## src/rtl/program_encoder.sv

```systemverilog
// Instruction-memory loader: takes MIPS instruction fields one at a time, packs them
// into 32-bit words and writes them to consecutive addresses while holding the CPU.
module program_encoder #(
   parameter int ADDR_W    = 8,
   parameter int BASE_ADDR = 0
) (
   input  logic              clock,
   input  logic              reset,
   input  logic              start,
   input  logic              in_valid,
   output logic              in_ready,
   input  logic [5:0]        in_op,
   input  logic [4:0]        in_rs,
   input  logic [4:0]        in_rt,
   input  logic [4:0]        in_rd,
   input  logic [4:0]        in_shamt,
   input  logic [5:0]        in_funct,
   input  logic [15:0]       in_imm,
   input  logic [25:0]       in_target,
   input  logic              in_last,
   output logic              imem_we,
   output logic [ADDR_W-1:0] imem_addr,
   output logic [31:0]       imem_wdata,
   output logic              cpu_hold,
   output logic              done,
   output logic              error,
   output logic [ADDR_W:0]   count
);

   typedef enum logic [2:0] {
      IDLE,
      ACCEPT,
      WRITE,
      DONE,
      ERROR
   } stateT;

   localparam logic [ADDR_W-1:0] baseAddr = ADDR_W'(BASE_ADDR);
   localparam logic [ADDR_W-1:0] lastAddr = '1;

   stateT             state;
   stateT             nextState;
   logic              lastReg;
   logic [31:0]       encoded;
   logic              supported;
   logic              handshake;
   logic              beginSession;
   logic              loadWord;
   logic              advance;

   // Opcode decode and field packing; LUI ignores rs, unknown opcodes are flagged.
   always_comb begin
      supported = 1'b1;
      encoded   = {in_op, in_rs, in_rt, in_imm};
      case (in_op)
         6'b000000: encoded = {in_op, in_rs, in_rt, in_rd, in_shamt, in_funct};
         6'b000010: encoded = {in_op, in_target};
         6'b001111: encoded = {in_op, 5'b00000, in_rt, in_imm};
         6'b000100, 6'b000101, 6'b001000, 6'b001010, 6'b001100,
         6'b001101, 6'b001110, 6'b100011, 6'b101011: encoded = {in_op, in_rs, in_rt, in_imm};
         default: supported = 1'b0;
      endcase
   end

   always_ff @(posedge clock or posedge reset) begin
      if (reset) begin
         state <= IDLE;
      end else begin
         state <= nextState;
      end
   end

   // Next-state and control strobes; the write strobe is also gated by reset so an
   // in-flight write is dropped the moment reset rises.
   always_comb begin
      nextState    = state;
      in_ready     = 1'b0;
      imem_we      = 1'b0;
      beginSession = 1'b0;
      loadWord     = 1'b0;
      advance      = 1'b0;
      handshake    = 1'b0;
      case (state)
         IDLE, DONE, ERROR: begin
            if (start) begin
               beginSession = 1'b1;
               nextState    = ACCEPT;
            end
         end
         ACCEPT: begin
            in_ready  = 1'b1;
            handshake = in_valid;
            if (handshake) begin
               if (supported) begin
                  loadWord  = 1'b1;
                  nextState = WRITE;
               end else begin
                  nextState = ERROR;
               end
            end
         end
         WRITE: begin
            imem_we = ~reset;
            advance = 1'b1;
            if (lastReg) begin
               nextState = DONE;
            end else if (imem_addr == lastAddr) begin
               nextState = ERROR;
            end else begin
               nextState = ACCEPT;
            end
         end
         default: nextState = IDLE;
      endcase
   end

   // Session datapath: write address, word count and the registered word/last flag.
   always_ff @(posedge clock or posedge reset) begin
      if (reset) begin
         imem_addr  <= baseAddr;
         count      <= '0;
         imem_wdata <= '0;
         lastReg    <= 1'b0;
      end else begin
         if (beginSession) begin
            imem_addr <= baseAddr;
            count     <= '0;
         end else if (advance) begin
            imem_addr <= imem_addr + 1'b1;
            count     <= count + 1'b1;
         end
         if (loadWord) begin
            imem_wdata <= encoded;
            lastReg    <= in_last;
         end
      end
   end

   assign done     = (state == DONE);
   assign error    = (state == ERROR);
   assign cpu_hold = (state != DONE);

endmodule

```

## config.mk

```make
export PLATFORM = sky130hd
export DESIGN_NAME = program_encoder
export DESIGN_NICKNAME = d
export VERILOG_FILES = /design/src/rtl/program_encoder.sv
export SDC_FILE = /design/constraint.sdc
export NUM_CORES = 1
export LEC_CHECK = 0
export ABC_CLOCK_PERIOD_IN_PS = 1850
export CORE_ASPECT_RATIO = 1.4
export CORE_UTILIZATION = 35
export DETAILED_ROUTE_END_ITERATION = 6
export PLACE_DENSITY = 0.73
export SYNTH_ARGS = -nofsm -noshare
export SYNTH_HDL_FRONTEND = slang
export SYNTH_SLANG_ARGS = --single-unit
```

## constraint.sdc

```tcl
create_clock -name clock -period 1.85 [get_ports clock]
set_input_delay 0.555 -clock clock [delete_from_list [all_inputs] [get_ports clock]]
set_output_delay 0.555 -clock clock [all_outputs]
set_load 0.01 [all_outputs]
```

# Word-level counts from Yosys, hierarchy flattened
# Cells that the tools add are included.
# word_totals
ff_bits	53
input_bits	79
out_inout_bits	54
word_cells	53
# classes
addsub	2
n_eq_ne	19
muxes	20
n_bitwise	1
reduce_logical	6
# ops
operator	count
26-bit case mux with 3 select lines	1
6-bit by 4-bit == test with 1-bit output (second input constant)	6
9-bit 2-to-1 mux	2
8-bit 2-to-1 mux	2
3-bit 2-to-1 mux	5
6-bit by 3-bit == test with 1-bit output (second input constant)	2
6-bit == test (second input constant)	2
12-bit OR reduction	1
9-bit by 1-bit adder with 9-bit output (second input constant)	1
1-bit 2-to-1 mux	9
3-bit case mux with 3 select lines	1
8-bit by 1-bit adder with 8-bit output (second input constant)	1
8-bit == test (second input constant)	1
3-bit by 2-bit == test with 1-bit output (second input constant)	2
6-bit by 2-bit == test with 1-bit output (second input constant)	1
6-bit logical NOT	1
2-bit != test (second input constant)	2
3-bit by 1-bit == test with 1-bit output (second input constant)	1
3-bit == test (second input constant)	1
3-bit logical NOT	1
3-bit by 2-bit != test with 1-bit output (second input constant)	1
3-bit OR reduction	1
2-bit AND reduction	1
2-bit nonzero test	1
1-bit NOT	1

# Depth between registers and ports, before layout
# Gate-level depths: netlist (run 1).
# depth
ltp_word	6
mapped_depth	7
ltp_nobuf	5

# Worst setup path before layout (run 1)
# OpenSTA, ideal clock, no wires.
# synth_timing
path_type	in2reg
start	input port in_op[0]
end	register imem_wdata[0]
setup_time_ns	0.125
t_arrival_ns	2.082
required_time_ns	1.725
setup_slack_ns	-0.357
path_stages	5
n_path_buf	1
cell_sequence	or4_4 nor2_2 buf_6 mux2_2 mux2_2
# synth_between
elab_chain_cells	6
word_cells_on_any_way	18
classes_between	eq/ne: 11; mux: 5; reduce/logical: 2
# synth_lines
element	line_no	rtl
from (decl)	12	input logic [5:0] in_op,
6-bit by 3-bit == test with 1-bit output, or another cell as far along	55	case (in_op)
12-bit OR reduction (no line)	-	
1-bit 2-to-1 mux	55	
1-bit 2-to-1 mux	94	if (supported) begin
1-bit 2-to-1 mux	93	if (handshake) begin
1-bit 2-to-1 mux	83	case (state)
to (signal assigned)	133	imem_wdata <= encoded;
to (decl)	23	output logic [31:0] imem_wdata,
# Parallel ways exist; a longest one is shown, timed or not.
# A chain may end at the register's enable or synchronous reset.

# Worst setup path in the final report (run 1)
# layout_timing
start	register state[1]
end	register imem_wdata[29]
# layout_between
elab_chain_cells	2
# layout_lines
element	line_no	rtl
from (decl)	41	stateT state;
from (signal assigned)	69	state <= nextState;
3-bit by 1-bit == test with 1-bit output	83	
1-bit 2-to-1 mux	83	
# Every way passes these cells.

==> results of run 1 <==
## synth_stat cells (all sizes together), types with 2 or more instances
master	n
o21ai	2
nor3	6
nand4	5
ha	2
xor2	4
nand2	13
xnor2	11
and2	2
nor4	2
buf	7
inv	6
dfrtp	53
nand2b	3
a21oi	2
nor2b	3
mux2i	5
nor2	23
mux2	64
o2bb2ai	5
clkbuf	4
nand3	5
## placed cells by master (no fill, tap or decap), types with 3 or more instances in the layout
master	synthesis	routed
sky130_fd_sc_hd__dlygate4sd2_1	0	3
sky130_fd_sc_hd__buf_2	1	3
sky130_fd_sc_hd__xnor2_1	11	11
sky130_fd_sc_hd__xor2_1	4	4
sky130_fd_sc_hd__inv_1	6	4
sky130_fd_sc_hd__buf_4	1	35
sky130_fd_sc_hd__dfrtp_1	53	53
sky130_fd_sc_hd__o2bb2ai_1	5	3
sky130_fd_sc_hd__mux2i_1	5	5
sky130_fd_sc_hd__buf_12	0	7
sky130_fd_sc_hd__clkdlybuf4s50_1	0	115
sky130_fd_sc_hd__nand3_1	5	5
sky130_fd_sc_hd__clkbuf_8	0	5
sky130_fd_sc_hd__nor2_1	21	19
sky130_fd_sc_hd__buf_6	5	14
sky130_fd_sc_hd__mux2_4	0	17
sky130_fd_sc_hd__mux2_2	63	47
sky130_fd_sc_hd__nand2_1	12	11
sky130_fd_sc_hd__buf_8	0	3
sky130_fd_sc_hd__nor3_1	6	6
sky130_fd_sc_hd__nor2_4	0	3
sky130_fd_sc_hd__nand4_1	5	5
sky130_fd_sc_hd__dlymetal6s2s_1	0	5
## per-stage QoR
stage | cell area, um2 | utilization | total power [mW]
final | 4975 | 0.6380 | 4.631
after global routing | 4975 | 0.6380 | 4.886
after floorplan | 2865 | - | 2.573
after global placement | 4462 | 0.5722 | 3.731
after CTS | 4853 | 0.6224 | 4.601
after detailed placement | 4462 | 0.5722 | 3.777
## worst max-delay path: stages, from the launching register on
cell and delay, ps:
sky130_fd_sc_hd__dfrtp_1 400, sky130_fd_sc_hd__buf_6 130, sky130_fd_sc_hd__or4bb_4 560, sky130_fd_sc_hd__nor2_4 130, sky130_fd_sc_hd__nand2_4 90, sky130_fd_sc_hd__buf_12 150
sky130_fd_sc_hd__buf_8 120, sky130_fd_sc_hd__mux2_4 290
## sequential cells by signal, indices dropped and copies added (netlist names)
| name | cells |
|---|---|
| count | 9 |
| lastReg | 1 |
| imem_addr | 8 |
| imem_wdata | 32 |
| state | 3 |
## cells by family (layout without fill, tap and decap cells)
family | count (synthesis) | in the layout | share of synthesized area
buffers and inverters | 17 | 200 | 0.03741
adder cells (fa/ha/maj) | 2 | 2 | 0.008801
multiplexers | 69 | 69 | 0.2711
flip-flops | 53 | 53 | 0.4665
AO/OA/AOI/OAI | 14 | 14 | 0.03874
AND/OR/NAND/NOR | 70 | 70 | 0.1312
XOR/XNOR | 15 | 15 | 0.04621
## area by class of cell
type / instances / share of cell area
repair buffers: 186 / 0.3763
multi-input cells: 170 / 0.3101
flip-flops and latches: 53 / 0.2666
well taps: 100 / 0.02515
clock buffers: 5 / 0.01383
inverters: 6 / 0.004527
clock inverters: 3 / 0.003521
## what timing repair did
action                     CTS  global route
hold buffers                 0             0
cloned                       1             0
setup buffers               19             7
gates resized for setup     81            16
setup endpoints to repair   48            42
pin swaps                    7             4
## layer usage
layer,track usage,share of wire,vias up
met5,0,0,-
met4,0.05688,0.015,0
met3,0.04017,0.063,12
met2,0.3759,0.54,89
met1,0.2146,0.38,1230
li1,-,-,1202
## worst paths after layout
| kind | slack (ps) | to |
|---|---|---|
| min | 500 | imem_wdata[30] |
| min reg2reg | 500 | imem_wdata[30] |
| min in group asynchronous | 770 | lastReg |
| max in group asynchronous | 840 | imem_wdata[3] |
| max | -130 | imem_wdata[29] |
| max reg2reg | -130 | imem_wdata[29] |
## power breakdown
part | leakage (nW) | internal, mW | switching [mW]
Clock | 0.0439 | 0.263 | 0.397
Sequential | 0.685 | 1.54 | 0.213
Combinational | 1.54 | 1.42 | 0.793
==> flow_metrics.tcl, run 1 <==
set metrics [dict create \
    final_nets 503 \
    unrepaired_setup_endpoints_after_global_routing "true" \
    hold_class "reg2reg" \
    layout-drive-gt1-share 0.3664 \
    syn-num-nets 321 \
    initial_util 0.3646 \
    area.growth.synth_to_final_pct 75.00 \
    drt_iter0_drc 39 \
    multi_input_area_um2 1543 \
    async_reset_ff_frac 1.000 \
    setup.worst_path.class "reg2reg" \
    hold_path_depth 1 \
    seqCellArea_um2 1326 \
    wirelength_mm 8.249 \
    timing.critical_path.from "state[1]" \
    post-place-ws_ps -738.5 \
    synthFlopType "sky130_fd_sc_hd__dfrtp_1" \
    htreeDepth 2 \
    routedWlPerCell_um 15.77 \
    number_of_instances_in_the_synthesized_netlist 240 \
    die_width_um 78.17 \
    fin_worst_hold_slack_ps 501.2 \
    cts.path.max_buffers 2 \
    drv_slew 0 \
    track_usage 0.1959 \
    io_buffer_count 132 \
    drtPass1Iterations 4 \
    clk_pin_slew_ps 100 \
    timing.slew.headroom 0.7884 \
    grt_pass1_wl_mm 12.94 \
    worst_ep_required_time_ps 2040 \
    remaining_antenna_violation_count 0 \
    violations_in_the_final_reports "setup timing" \
    worst_ir_drop_vdd_mv 0.6356 \
    power.static_leakage_nw 2.269 \
    antennaDiodeCount 0 \
    total_overflow_reported_by_the_global_router 0 \
    netlist.top_cell.by_area "sky130_fd_sc_hd__dfrtp_1" \
    hp-start "imem_wdata[30]" \
    reg2regPathDepth 7 \
    vias 2533 \
    final.setup.tns_ps -2783 \
    syn_avg_cell_area_um2 11.84 \
    worstSkewPairLatency_ps 310 \
    crit_path_max_fo 6 \
    pwr_density_cell_nw_per_um2 930.9 \
    top_level_ports 133 \
    synthDistinctLibCells 40 \
    finalWorstSetupSlack_ps -129.8 \
    fmaxAchievable_ghz 0.5051 \
    min_period_ps 1980 \
    postSynthRegisterBits 53 \
    design.die.area_um2 8491 \
    place.gp.congestion 0.8376 \
    drcViolationCount 0 \
    clock_skew_after_layout_ps 8.749 \
    cts_made_buffers 5 \
    placedCellCount 489 \
    synth_seq_area_share 0.4665 \
    cell_chosen_for_the_clock_root "sky130_fd_sc_hd__clkbuf_8" \
    post_synth_main_area_contributors "sky130_fd_sc_hd__dfrtp_1, sky130_fd_sc_hd__mux2_2, sky130_fd_sc_hd__xnor2_1, sky130_fd_sc_hd__nor2_1, sky130_fd_sc_hd__buf_6" \
    critical_path.reg2reg.startpoint "state[1]" \
    worst_ep_arrival_time_ps 2170 \
    synth_enable_flop_cells 0 \
    routed_via_density 4.843 \
    finish.cell_count_without_fillers 523 \
    setup.worst_path.start_class "flip-flop" \
    synth.cell_area_um2 2843 \
    worst_setup_path_end_kind "flip-flop" \
    max_slew.worst_pin.slew_ps 314.5 \
    die-height_um 108.6 \
    detailed_place_hpwl_mm 5.566 \
    maxCapViolations 0 \
    status "finished with violations" \
    vias_in_the_first_global_route 2726 \
    floorplan.core_area_um2 7797 \
    fillers 648 \
    synthDominantCellAreaShare 0.4665 \
    finalCritPeriodShare 1.070 \
    yosys_warnings 0 \
    row_count 38 \
    grt_start_max_net_pins 54 \
    initial_antenna_violation_count 0 \
    cts_tree "done" \
    clock_sink_count 53 \
    timing_hold_violations_final 0 \
    final-setup-viol-count 34 \
]
Note: power is estimated with default switching activity, not from simulation.
==> inputs of run 2 (changes only) <==
--- a/config.mk
+++ b/config.mk
@@ -9,6 +9,7 @@
 export CORE_ASPECT_RATIO = 1.4
 export CORE_UTILIZATION = 35
 export DETAILED_ROUTE_END_ITERATION = 6
+export GPL_ROUTABILITY_DRIVEN = 0
 export PLACE_DENSITY = 0.73
 export SYNTH_ARGS = -nofsm -noshare
 export SYNTH_HDL_FRONTEND = slang
==> constraint.sdc (replaced) <==
create_clock -name clock -period 1.85 [get_ports clock]
set_input_delay 0.555 -clock clock [delete_from_list [all_inputs] [get_ports clock]]
set_output_delay 0.555 -clock clock [all_outputs]
set_load 0.05 [all_outputs]
==> run 2 against run 1 <==
Against the previous run: global-route usage is 0.60 points lower; the flow still finishes with violations (setup timing); non-clock buffer count is 5 lower; clock power is 5.9% higher; die area stayed put.
==> flow_metrics.tcl, run 2 (same netlist as run 1, synthesis figures left out) <==
set metrics [dict create \
    final_design_instance_area_without_fill_um2 5065 \
    row_count 38 \
    crit_path_max_fo 5 \
    timing.slew.headroom 0.7730 \
    crit_slowest_cell "sky130_fd_sc_hd__or4_4" \
    top_level_ports 133 \
    vias 2470 \
    wirelength_mm 7.976 \
    ctsHoldBuffers 0 \
    min_period_ps 1968 \
    drt_iter0_drc 89 \
    io_buffer_count 132 \
    drtPass1Iterations 4 \
    critical_path.reg2reg.startpoint "state[0]" \
    power.static_leakage_nw 2.285 \
    status "finished with violations" \
    worstSkewPairLatency_ps 310 \
    worstReg2RegEnd "imem_wdata[17]" \
    antennaDiodeCount 0 \
    unrepaired_setup_endpoints_after_global_routing "true" \
    total_overflow_reported_by_the_global_router 0 \
    placedCellCount 489 \
    pwr_density_cell_nw_per_um2 1163 \
    worst_ep_arrival_time_ps 2160 \
    hold_class "reg2reg" \
    layout-drive-gt1-share 0.4809 \
    globalRouteMet3Util 0.04603 \
    worst_hold_path.endpoint "imem_wdata[30]" \
    final_nets 498 \
    post-layout-total-power_mw 5.892 \
    floorplan.core_area_um2 7797 \
    finalWorstSetupSlack_ps -118.0 \
    vias_in_the_first_global_route 2649 \
    violations_in_the_final_reports "setup timing" \
    largest_register "imem_wdata" \
    worst_ir_drop_vdd_mv 0.6856 \
    die-height_um 108.6 \
    initial_antenna_violation_count 0 \
    grt_util_met1 0.2181 \
    routed_via_density 4.768 \
    finalCritPeriodShare 1.064 \
    largest_registers "imem_wdata x32, count x9, imem_addr x8" \
    hold_path_depth 1 \
    post-place-ws_ps -707.9 \
    clk_pin_slew_ps 100 \
    clock_sink_count 53 \
    max_slew.worst_pin.slew_ps 337.4 \
    global_route.usage.met2 0.3496 \
    grt_start_max_net_pins 54 \
    final-setup-viol-count 18 \
    worst_ep_required_time_ps 2040 \
    maxCapViolations 0 \
    worstPathCellList "buf_6, or4_4, nor2_4, buf_12, buf_12, mux2_4, mux2_2" \
    timing_hold_violations_final 0 \
    critical_path.most_common_cell "sky130_fd_sc_hd__buf_12" \
    routedWlPerCell_um 15.40 \
    remaining_antenna_violation_count 0 \
    cts.path.max_buffers 2 \
    worst_setup_path_end_kind "flip-flop" \
    track_usage 0.1899 \
    busiest_grt_layer "met2" \
    htreeDepth 2 \
    drcViolationCount 0 \
    setup.worst_path.class "in2reg" \
    detailed_place_hpwl_mm 5.565 \
    layout_common_cells "sky130_fd_sc_hd__clkdlybuf4s50_1, sky130_fd_sc_hd__buf_4, sky130_fd_sc_hd__dfrtp_1" \
    area.growth.synth_to_final_pct 78.17 \
    flip_flop_count_of_the_largest_register_all_copies_and_words_added 32 \
    grt_pass1_wl_mm 12.56 \
    design.die.area_um2 8491 \
    cts_tree "done" \
    die_width_um 78.17 \
    cell_chosen_for_the_clock_root "sky130_fd_sc_hd__clkbuf_8" \
    cts_made_buffers 5 \
    timing.critical_path.slowest_cell_delay_ps 550 \
    drv_slew 0 \
    initial_util 0.3646 \
    setup.worst_path.start_class "primary input" \
    fmaxAchievable_ghz 0.5081 \
    ff2ff_setup_slack_ps 10 \
    placed_cell_area_um2 4593 \
    most_common_library_cell_in_the_layout_ignoring_fill_and_taps "sky130_fd_sc_hd__clkdlybuf4s50_1" \
    hp-start "imem_wdata[30]" \
    finish.cell_count_without_fillers 518 \
    clock_skew_after_layout_ps 10.37 \
    reg2regPathDepth 7 \
]
## run 2: cell count changes in the layout (fill, tap and decap cells not counted), sizes merged
cell / previous run / this run
buf: 62 / 106
clkdlybuf4s50: 115 / 71
clkbuf: 5 / 6
clkdlybuf4s15: 1 / 2
dlymetal6s2s: 5 / 0
dlygate4sd2: 3 / 2
inv: 6 / 5
## run 2: metrics by stage
stage	util	setup TNS, ps	hold WS, ps
finish	0.6496	-1279	501.0
global route	0.6496	-2180	515.8
CTS	0.6425	-1935	501.3
detailed placement	0.5891	-20210	472.9
global placement	0.5891	-19740	472.5
floorplan	-	-4530	496.9
## run 2: routing by layer
layer / up-vias / wire [um] / part of all wire
li1: 1190 / - / -
met1: 1187 / 3145 / 0.39
met2: 86 / 4260 / 0.53
met3: 7 / 500 / 0.063
met4: 0 / 70 / 0.0088
met5: - / 0 / 0
## run 2: worst max path at each step
| stage | end | depth (start not counted) | startpoint |
|---|---|---|---|
| after floorplan | imem_wdata[0] | 5 | in_op[0] |
| after global placement | imem_wdata[7] | 6 | in_op[0] |
| after detailed placement | imem_wdata[8] | 6 | in_op[0] |
| after CTS | imem_wdata[8] | 7 | in_op[5] |
| after global routing | imem_we | 3 | state[2] |
| final | imem_wdata[4] | 7 | in_op[5] |
## run 2: cell type report
class	count	area [um2]
clock inverter	2	13.76
clock buffer	6	82.58
multi-input combinational	170	1583
fill	621	2733
timing repair buffer	181	1908
tap	100	125.1
inverter	6	26.28
sequential	53	1326
## run 2: what timing repair did
action | 4_1_cts | 5_1_grt
endpoints found under the setup margin | 38 | 33
setup buffers | 15 | 7
pin swaps | 8 | 5
cloned | 1 | 0
resized for setup | 61 | 9
endpoints found under the hold margin | 0 | 0
## run 2: power breakdown
group | total, mW | leakage (nW) | switching [mW] | internal (mW)
sequential | 1.79 | 0.685 | 0.248 | 1.54
clock | 0.698 | 0.0512 | 0.394 | 0.305
combinational | 3.40 | 1.55 | 2.00 | 1.41
total | 5.89 | 2.28 | 2.64 | 3.26
## run 2: critical path: cells and delay by family
kind | cells | cell delay (ps)
and+or+nand+nor | 2 | 710
muxes | 2 | 570
buffers and inverters | 3 | 330
